[config.mk]
export PLATFORM = sky130hd
export DESIGN_NAME = control_stage
export DESIGN_NICKNAME = d
export VERILOG_FILES = /design/src/rtl/control_stage.sv
export SDC_FILE = /design/constraint.sdc
export NUM_CORES = 1
export LEC_CHECK = 0
export CORE_MARGIN = 2
export CORE_UTILIZATION = 43
export CTS_BUF_LIST = sky130_fd_sc_hd__clkbuf_4 sky130_fd_sc_hd__clkbuf_8 sky130_fd_sc_hd__clkbuf_16
export CTS_CLUSTER_DIAMETER = 80
export CTS_CLUSTER_SIZE = 16
export DETAILED_ROUTE_END_ITERATION = 10
export GPL_TIMING_DRIVEN = 0
export PLACE_DENSITY = 0.9
export SYNTH_ARGS = -nofsm -noshare
export SYNTH_HDL_FRONTEND = slang
export SYNTH_SLANG_ARGS = --single-unit
export TNS_END_PERCENT = 50
[constraint.sdc]
create_clock -name clk_i -period 2.6 [get_ports clk_i]
set_input_delay 0.26 -clock clk_i [delete_from_list [all_inputs] [get_ports clk_i]]
set_output_delay 0.26 -clock clk_i [all_outputs]
set_load 0.005 [all_outputs]
[src/rtl/control_stage.sv]
// Purpose : ID-stage control decode feeding the ID/EX pipeline register, with load-use stall and illegal-opcode tracking.
// Latency : one cycle from Op_i/rd_i to the registered EX-stage outputs; stall_o is combinational.
// Backpressure: hold_i freezes ID/EX, flush_i and stall_o load a bubble; stall_o asks PC/IF-ID to freeze.
//
// Ports:
//   clk_i, rst_i               clock, synchronous active-high reset
//   valid_i, Op_i              ID instruction present and its opcode
//   rs1_i, rs2_i, rd_i         ID source/destination register addresses
//   hold_i, flush_i            freeze ID/EX, or load a bubble (taken branch)
//   RegWrite_o .. ALUOp_o      registered EX-stage controls
//   valid_o, rd_o              EX instruction present and its destination
//   stall_o                    load-use stall request
//   illegal_o, illegal_cnt_o   sticky illegal-opcode flag and saturating count
module control_stage #(
    parameter int EXT_EN = 1,
    parameter int CNT_W  = 8,
    parameter int RA_W   = 5
) (
    input  logic             clk_i,
    input  logic             rst_i,
    input  logic             valid_i,
    input  logic [6:0]       Op_i,
    input  logic [RA_W-1:0]  rs1_i,
    input  logic [RA_W-1:0]  rs2_i,
    input  logic [RA_W-1:0]  rd_i,
    input  logic             hold_i,
    input  logic             flush_i,
    output logic             RegWrite_o,
    output logic             MemReg_o,
    output logic             MemRead_o,
    output logic             MemWrite_o,
    output logic             ALUSrc_o,
    output logic             Branch_o,
    output logic             Jump_o,
    output logic [1:0]       ALUOp_o,
    output logic             valid_o,
    output logic [RA_W-1:0]  rd_o,
    output logic             stall_o,
    output logic             illegal_o,
    output logic [CNT_W-1:0] illegal_cnt_o
);

    typedef struct packed {
        logic       reg_write;
        logic       mem_reg;
        logic       mem_read;
        logic       mem_write;
        logic       alu_src;
        logic       branch;
        logic       jump;
        logic [1:0] alu_op;
    } ctrl_t;

    localparam logic [6:0] OP_NONE  = 7'b0000000;
    localparam logic [6:0] OP_R     = 7'b0110011;
    localparam logic [6:0] OP_I     = 7'b0010011;
    localparam logic [6:0] OP_LOAD  = 7'b0000011;
    localparam logic [6:0] OP_STORE = 7'b0100011;
    localparam logic [6:0] OP_BEQ   = 7'b1100011;
    localparam logic [6:0] OP_JAL   = 7'b1101111;
    localparam logic [6:0] OP_JALR  = 7'b1100111;
    localparam logic [6:0] OP_LUI   = 7'b0110111;

    localparam logic [CNT_W-1:0] CNT_ONE = {{(CNT_W-1){1'b0}}, 1'b1};
    localparam logic [CNT_W-1:0] CNT_MAX = {CNT_W{1'b1}};

    // ID/EX pipeline register
    ctrl_t             ctrl_q, ctrl_d;
    logic              valid_q, valid_d;
    logic [RA_W-1:0]   rd_q, rd_d;
    logic              illegal_q, illegal_d;
    logic [CNT_W-1:0]  cnt_q, cnt_d;

    // decode results for the ID instruction
    ctrl_t dec_ctrl;
    logic  dec_legal;
    logic  dec_illegal;
    logic  stall;
    logic  load_en;
    logic  illegal_evt;

    // Opcode 0000000 is a deliberate no-op: it decodes to a bubble but is
    // neither legal nor counted as illegal.
    always_comb begin
        dec_ctrl    = '0;
        dec_legal   = 1'b0;
        dec_illegal = 1'b0;
        unique case (Op_i)
            OP_NONE: ;
            OP_R: begin
                dec_ctrl  = ctrl_t'(9'b1000000_10);
                dec_legal = 1'b1;
            end
            OP_I: begin
                dec_ctrl  = ctrl_t'(9'b1000100_11);
                dec_legal = 1'b1;
            end
            OP_LOAD: begin
                dec_ctrl  = ctrl_t'(9'b1110100_00);
                dec_legal = 1'b1;
            end
            OP_STORE: begin
                dec_ctrl  = ctrl_t'(9'b0001100_00);
                dec_legal = 1'b1;
            end
            OP_BEQ: begin
                dec_ctrl  = ctrl_t'(9'b0000010_01);
                dec_legal = 1'b1;
            end
            OP_JAL, OP_JALR: begin
                if (EXT_EN != 0) begin
                    dec_ctrl  = ctrl_t'(9'b1000101_00);
                    dec_legal = 1'b1;
                end else begin
                    dec_illegal = 1'b1;
                end
            end
            OP_LUI: begin
                if (EXT_EN != 0) begin
                    dec_ctrl  = ctrl_t'(9'b1000100_00);
                    dec_legal = 1'b1;
                end else begin
                    dec_illegal = 1'b1;
                end
            end
            default: dec_illegal = 1'b1;
        endcase
    end

    // Load-use hazard: the EX-stage load writes a register the ID instruction
    // reads. A flush discards the ID instruction, so no stall is needed then.
    always_comb begin
        stall = valid_i & valid_q & ctrl_q.mem_read & (rd_q != '0)
              & ((rd_q == rs1_i) | (rd_q == rs2_i)) & ~flush_i;
    end

    // A normal load is the only cycle where the ID instruction enters EX,
    // and therefore the only cycle on which an illegal opcode is counted.
    always_comb begin
        load_en     = ~flush_i & ~hold_i & ~stall;
        illegal_evt = load_en & valid_i & dec_illegal;
    end

    always_comb begin
        ctrl_d  = ctrl_q;
        valid_d = valid_q;
        rd_d    = rd_q;
        if (flush_i) begin
            ctrl_d  = '0;
            valid_d = 1'b0;
            rd_d    = '0;
        end else if (hold_i) begin
            ctrl_d  = ctrl_q;
            valid_d = valid_q;
            rd_d    = rd_q;
        end else if (stall) begin
            ctrl_d  = '0;
            valid_d = 1'b0;
            rd_d    = '0;
        end else if (valid_i & dec_legal) begin
            ctrl_d  = dec_ctrl;
            valid_d = 1'b1;
            rd_d    = rd_i;
        end else begin
            // invalid slot, no-op or illegal opcode: bubble
            ctrl_d  = '0;
            valid_d = 1'b0;
            rd_d    = '0;
        end
    end

    always_comb begin
        illegal_d = illegal_q | illegal_evt;
        cnt_d     = cnt_q;
        if (illegal_evt && (cnt_q != CNT_MAX)) begin
            cnt_d = cnt_q + CNT_ONE;
        end
    end

    always_ff @(posedge clk_i) begin
        if (rst_i) begin
            ctrl_q    <= '0;
            valid_q   <= 1'b0;
            rd_q      <= '0;
            illegal_q <= 1'b0;
            cnt_q     <= '0;
        end else begin
            ctrl_q    <= ctrl_d;
            valid_q   <= valid_d;
            rd_q      <= rd_d;
            illegal_q <= illegal_d;
            cnt_q     <= cnt_d;
        end
    end

    assign RegWrite_o    = ctrl_q.reg_write;
    assign MemReg_o      = ctrl_q.mem_reg;
    assign MemRead_o     = ctrl_q.mem_read;
    assign MemWrite_o    = ctrl_q.mem_write;
    assign ALUSrc_o      = ctrl_q.alu_src;
    assign Branch_o      = ctrl_q.branch;
    assign Jump_o        = ctrl_q.jump;
    assign ALUOp_o       = ctrl_q.alu_op;
    assign valid_o       = valid_q;
    assign rd_o          = rd_q;
    assign stall_o       = stall;
    assign illegal_o     = illegal_q;
    assign illegal_cnt_o = cnt_q;

endmodule

==> flow_summary.toml, run 1 <==
[run_status]
outcome = "complete, but fails checks"
violations = "DRC"

[routing]
drc_errors = 4
first_iter_violations = 48
ant_nets = 0
first_pass_iters = 8
wl_per_cell_um = 13.0
routed_wl_um = 3200
vias = 1319
viasPerCell = 5.34

[yosys]
synth_area_per_cell_um2 = 7.95
yosysSeqAreaShare = 0.355
yosysWarnings = 0
synthTopCellsByCount = "nand2_1 (28), dfxtp_1 (23), nor2_1 (14), o21ai_0 (14), xnor2_1 (10)"
synthTopCellsByArea = "dfxtp_1 (36%), nand2_1 (8.1%), xnor2_1 (6.8%)"
synth_edf_count = 0
synth.distinct_cells = 40
synth_top_area_frac = 0.355
yosysMostFrequentCell = "nand2_1"
yosys.area.top_type = "dfxtp_1"
synth_nets = 191
netlist_area_mm2 = 0.00130
synthCells = 163
synth_async_sr_flop_share = 0
synth_seq_cells = 23
synth_flop_cell = "dfxtp_1"

[clock_tree]
cts_tree = "yes"
cts_root_buf = "clkbuf_4"
clk_latency_ns = 0.31
clk_pin_slew_ns = 0.12
clock_path_buffers = 2
postCtsSetupBuffers = 0
numCtsBuffers = 3
htreeDepth = 1
cts.sinks = 23

[sta]
period_needed_ns = 2.44
setup_viol = 0
finalCritPeriodShare = 0.937
final_max_slew_viol_count = 0
worst_slew_pin_slew_ns = 0.442
fmax_ghz = 0.410
hold_viol = 0
rsz0062_at_grt = "false"
holdWs_ns = 0.254
clock_skew_ns = 0.00212
slew_headroom = 0.705

[final_layout]
fin_cells = 247
syn2layout_area_growth_pct = 43.9
utilization = 0.665
antenna_cells = 0
design_area_mm2 = 0.00187
layout.nets = 245
drive_above_1_share = 0.0602

[global_routing]
grt-ovfl-total = 0
grtUsageTotal = 0.188
grt_first_pass_wirelength_um = 5020
antenna_found_initial = 0
grt_max_degree = 13
grt_pass1_vias = 1144

[worst_setup_path]
cp.buffers_inverters = 1
cp-end-kind = "primary output"
arrival_ns = 2.18
path_cells = "xnor2_1 > nand3_1 > o22ai_1 > and2_1 > clkdlybuf4s50_1"
critPathMaxStageDelay_ns = 0.57
crit_fanout = 9
critical_path_required_ns = 2.34
worstSetupStartpointType = "flop"
worst_path_max_delay_cell = "clkdlybuf4s50_1"
critPathKind = "flop to primary output"
crit_family = "buffers and inverters"

[floorplan]
fp-row-count = 19
initial_utilization = 0.462
die_width_um = 58.9
core_area_mm2 = 0.00281
io_pins = 52
fp.dieH_um = 58.9
dieArea_mm2 = 0.00347

[placement]
gp_congestion = 0.785
hpwl_um = 2470
place_area_mm2 = 0.00184
portBuffers = 50
dp_cells = 244

[pwr]
power.density_mw_per_mm2 = 344
ir_worst_vdd_v = 0.000226
p_leak_nw = 0.666
finalPower_w = 0.000642

[hold_path]
hp-class = "input port to flop"

[flow_run]
maxCapViolCount = 0
area by class of cell:
cell class	instances	area, µm²
Buffer	6	35.0
Sequential cell	23	460
Timing Repair Buffer	50	503
Inverter	3	11.3
Tap cell	31	38.8
Clock buffer	4	30.0
Multi-Input combinational cell	130	787
Fill cell	263	940
worst register-to-register path: stages (launching register included):
cell,delay [ns]
dfxtp_1,0.37
ha_1,0.25
nand3_1,0.15
nor2_1,0.12
or3_1,0.39
nor3_1,0.20
mux2_2,0.36
cells by family after synthesis:
logic type | after synthesis | synth area share
buffers and inverters | 10 | 0.0376
AOI/OAI and AO/OA | 27 | 0.130
muxes | 7 | 0.0598
and+or+nand+nor | 85 | 0.340
xor gates and xnor gates | 10 | 0.0676
adders and majority gates | 1 | 0.00965
DFF | 23 | 0.355
metal layers:
metal | wire (µm) | share of wire | GRT usage | vias up
li1 | - | - | - | 676
met1 | 1390 | 0.43 | 0.238 | 605
met2 | 1610 | 0.50 | 0.322 | 33
met3 | 156 | 0.049 | 0.0308 | 5
met4 | 48 | 0.015 | 0.0682 | 0
met5 | 0 | 0 | 0 | -
repair_timing:
action | CTS | global route
gates resized for setup | 0 | 3
setup endpoints to repair | 0 | 5
hold endpoints to repair | 0 | 0
hold buffers | 0 | 0
per-stage QoR:
| step | setup WS (ns) | TNS [ns] |
|---|---|---|
| 3_5_place_dp | -0.246 | -1.45 |
| 2_1_floorplan | 0.387 | 0 |
| 3_3_place_gp | -0.209 | -1.22 |
| 4_1_cts | 0.0293 | 0 |
| 6_report | 0.163 | 0 |
| 5_1_grt | 0.0138 | 0 |
cells in the final DEF, fill, tap and decap left out, types with 2 or more instances in the layout:
cell             Yosys  layout
clkbuf_4             0       4
xnor2_1             10      10
mux2_1               4       4
and3_1               2       2
nand2b_1             6       6
nand2_1             28      28
or2b_1               2       2
a21oi_1              3       3
o21ai_0             14      14
dfxtp_1             23      23
nor2_1              14      14
a211o_1              2       2
inv_1                3       3
or3_1                3       3
clkdlybuf4s50_1      0      49
nand3_1              8       8
nor2b_1              7       7
nor4_1               3       3
clkbuf_1             5       3
nor3_1               3       3
mux2_2               2       2
where the power goes:
part           leakage (nW)  internal (W)  total (W)  switching (W)
clock                0.0184     0.0000705   0.000178       0.000108
combinational         0.462     0.0000614   0.000107      0.0000457
sequential            0.185      0.000355   0.000357     0.00000214
sequential cells by signal, summed over array words and instances (netlist names):
| register | cells |
|---|---|
| RegWrite_o | 1 |
| illegal_cnt_o | 8 |
| ALUSrc_o | 1 |
| rd_o | 5 |
| illegal_o | 1 |
| MemWrite_o | 1 |
| Branch_o | 1 |
| ALUOp_o | 2 |
| Jump_o | 1 |
| MemReg_o | 1 |
| valid_o | 1 |
worst paths after layout:
path	from	end	slack, ns	depth (start not counted)
setup / recovery	rd_o[0]$_SDFFE_PP0N_	stall_o	0.16	5
hold / removal	Op_i[5]	MemWrite_o$_SDFFE_PP0N_	0.25	3
setup reg to reg	illegal_cnt_o[0]$_SDFFE_PP0P_	illegal_cnt_o[5]$_SDFFE_PP0P_	0.69	6
hold reg to reg	illegal_o$_SDFF_PP0_	illegal_o$_SDFF_PP0_	0.46	2
Note: power is estimated with default switching activity, not from simulation.
==> run 2: changes to the inputs <==
- clock period: 2.6 -> 2.3 ns (I/O delays scaled with it)
==> run 2 against run 1 <==
  * The flow still finishes with violations (DRC)
  * Critical path depth rose by 2
  * Worst hold slack got worse by 0.023 ns
  * Utilization rose by 1.8 points
  * Largest cell class unchanged
  * Highest routed layer unchanged
==> flow_summary.toml, run 2 (synthesized netlist as in run 1, its figures left out) <==
[global_routing]
grtUsageTotal = 0.188
grt_max_degree = 13
grt_first_pass_wirelength_um = 5010
grt-ovfl-total = 0
antenna_found_initial = 0
grt_pass1_vias = 1137

[sta]
setup_viol = 0
period_needed_ns = 2.19
final.setup.tns_ns = 0
worst_slack_ns = 0.112
final_max_slew_viol_count = 0
worst_slew_pin_slew_ns = 0.448
holdWs_ns = 0.231
hold_viol = 0
clock_skew_ns = 0.00209
fmax_ghz = 0.457
slew_headroom = 0.700
rsz0062_at_grt = "false"
finalCritPeriodShare = 0.951

[routing]
first_iter_violations = 43
first_pass_iters = 7
wl_per_cell_um = 13.4
routed_wl_um = 3310
drc_errors = 4
viasPerCell = 5.35
ant_nets = 0
vias = 1321

[placement]
portBuffers = 50
pre_cts_slack_ns = -0.516
gp_congestion = 0.785
hpwl_um = 2470
dp_cells = 244

[worst_setup_path]
critPathMaxStageDelay_ns = 0.49
worstSetupStartpointType = "input port"
critical_path_required_ns = 2.51
worst_path_max_delay_cell = "a311o_2"
arrival_ns = 2.40
critPathKind = "input port to flop"
cp-end-kind = "flop"
path_cells = "dlygate4sd2_1 > nor2b_4 > and3_4 > a211o_4 > a311o_2 > or3_4 > o311a_1"
crit_fanout = 8

[clock_tree]
cts_root_buf = "clkbuf_4"
clk_pin_slew_ns = 0.12
cts.sinks = 23
clk_latency_ns = 0.30
clock_path_buffers = 2
cts_tree = "yes"
htreeDepth = 1
numCtsBuffers = 3
postCtsSetupBuffers = 0

[final_layout]
final_common_cell = "clkdlybuf4s50_1"
final_cell_mix = "clkdlybuf4s50_1 (46), nand2_1 (28), dfxtp_1 (18)"
layout.nets = 245
utilization = 0.683
syn2layout_area_growth_pct = 47.9
drive_above_1_share = 0.111
antenna_cells = 0
largest_reg_flops = 8
fin_cells = 247

[floorplan]
dieArea_mm2 = 0.00347
fp-row-count = 19
io_pins = 52
die_width_um = 58.9
initial_utilization = 0.462
fp.dieH_um = 58.9
core_area_mm2 = 0.00281

[run_status]
outcome = "complete, but fails checks"
violations = "DRC"

[flow_run]
maxCapViolCount = 0

[pwr]
power.density_mw_per_mm2 = 380
p_leak_nw = 0.696
ir_worst_vdd_v = 0.000258

[hold_path]
hp-class = "input port to flop"
==> run 2: changes by cell type in the layout (fill, tap and decap cells not counted), moves of 2 or more <==
cell	previous run	this run
dfxtp_1	23	18
dfxtp_2	0	5
dlymetal6s2s_1	1	3
clkdlybuf4s50_1	49	46
==> run 2: path summary, 6_finish.rpt <==
path / end / start / depth (start not counted) / slack, ns
setup / recovery: illegal_cnt_o[6]$_SDFFE_PP0P_ / Op_i[4] / 7 / 0.11
hold / removal: MemWrite_o$_SDFFE_PP0N_ / Op_i[5] / 3 / 0.23
setup reg to reg: illegal_cnt_o[5]$_SDFFE_PP0P_ / illegal_cnt_o[0]$_SDFFE_PP0P_ / 6 / 0.36
hold reg to reg: illegal_o$_SDFF_PP0_ / illegal_o$_SDFF_PP0_ / 2 / 0.46
==> run 2: layer usage <==
| metal | wire, µm | vias to the layer above | part of all wire | global-route usage |
|---|---|---|---|---|
| li1 | - | 676 | - | - |
| met1 | 1450 | 608 | 0.44 | 0.238 |
| met2 | 1680 | 35 | 0.51 | 0.321 |
| met3 | 151 | 2 | 0.046 | 0.0308 |
| met4 | 25 | 0 | 0.0075 | 0.0682 |
| met5 | 0 | - | 0 | 0 |
==> run 2: final cells by class <==
type                    count  area [µm²]
clock buffers               4        30.0
well taps                  31        38.8
flip-flops and latches     23         467
fillers                   251         888
inverters                   3        11.3
plain buffers               6        41.3
repair buffers             50         507
multi-input cells         130         822
==> run 2: power by group <==
group	internal, W	switching [W]
Clock	0.0000794	0.000118
Combinational	0.0000720	0.0000551
Sequential	0.000401	0.00000246
==> run 2: metrics by stage <==
stage / total power, W / cell area [µm²]
floorplan: 0.000464 / 1300
global placement: 0.000530 / 1840
detailed placement: 0.000533 / 1840
CTS: 0.000727 / 1870
global route: 0.000763 / 1920
finish: 0.000728 / 1920
==> run 2: critical path, delay by kind of cell <==
| kind | cells | cell delay [ns] |
|---|---|---|
| simple gates | 3 | 0.63 |
| compound gates | 3 | 1.16 |
| buf+inv | 1 | 0.36 |
==> run 2: repair_timing <==
action                                 in CTS  in global routing
resized for setup                           5                 17
pin swaps                                   1                  2
hold buffers                                0                  0
endpoints found under the hold margin       0                  0
setup endpoints to repair                   8                  8
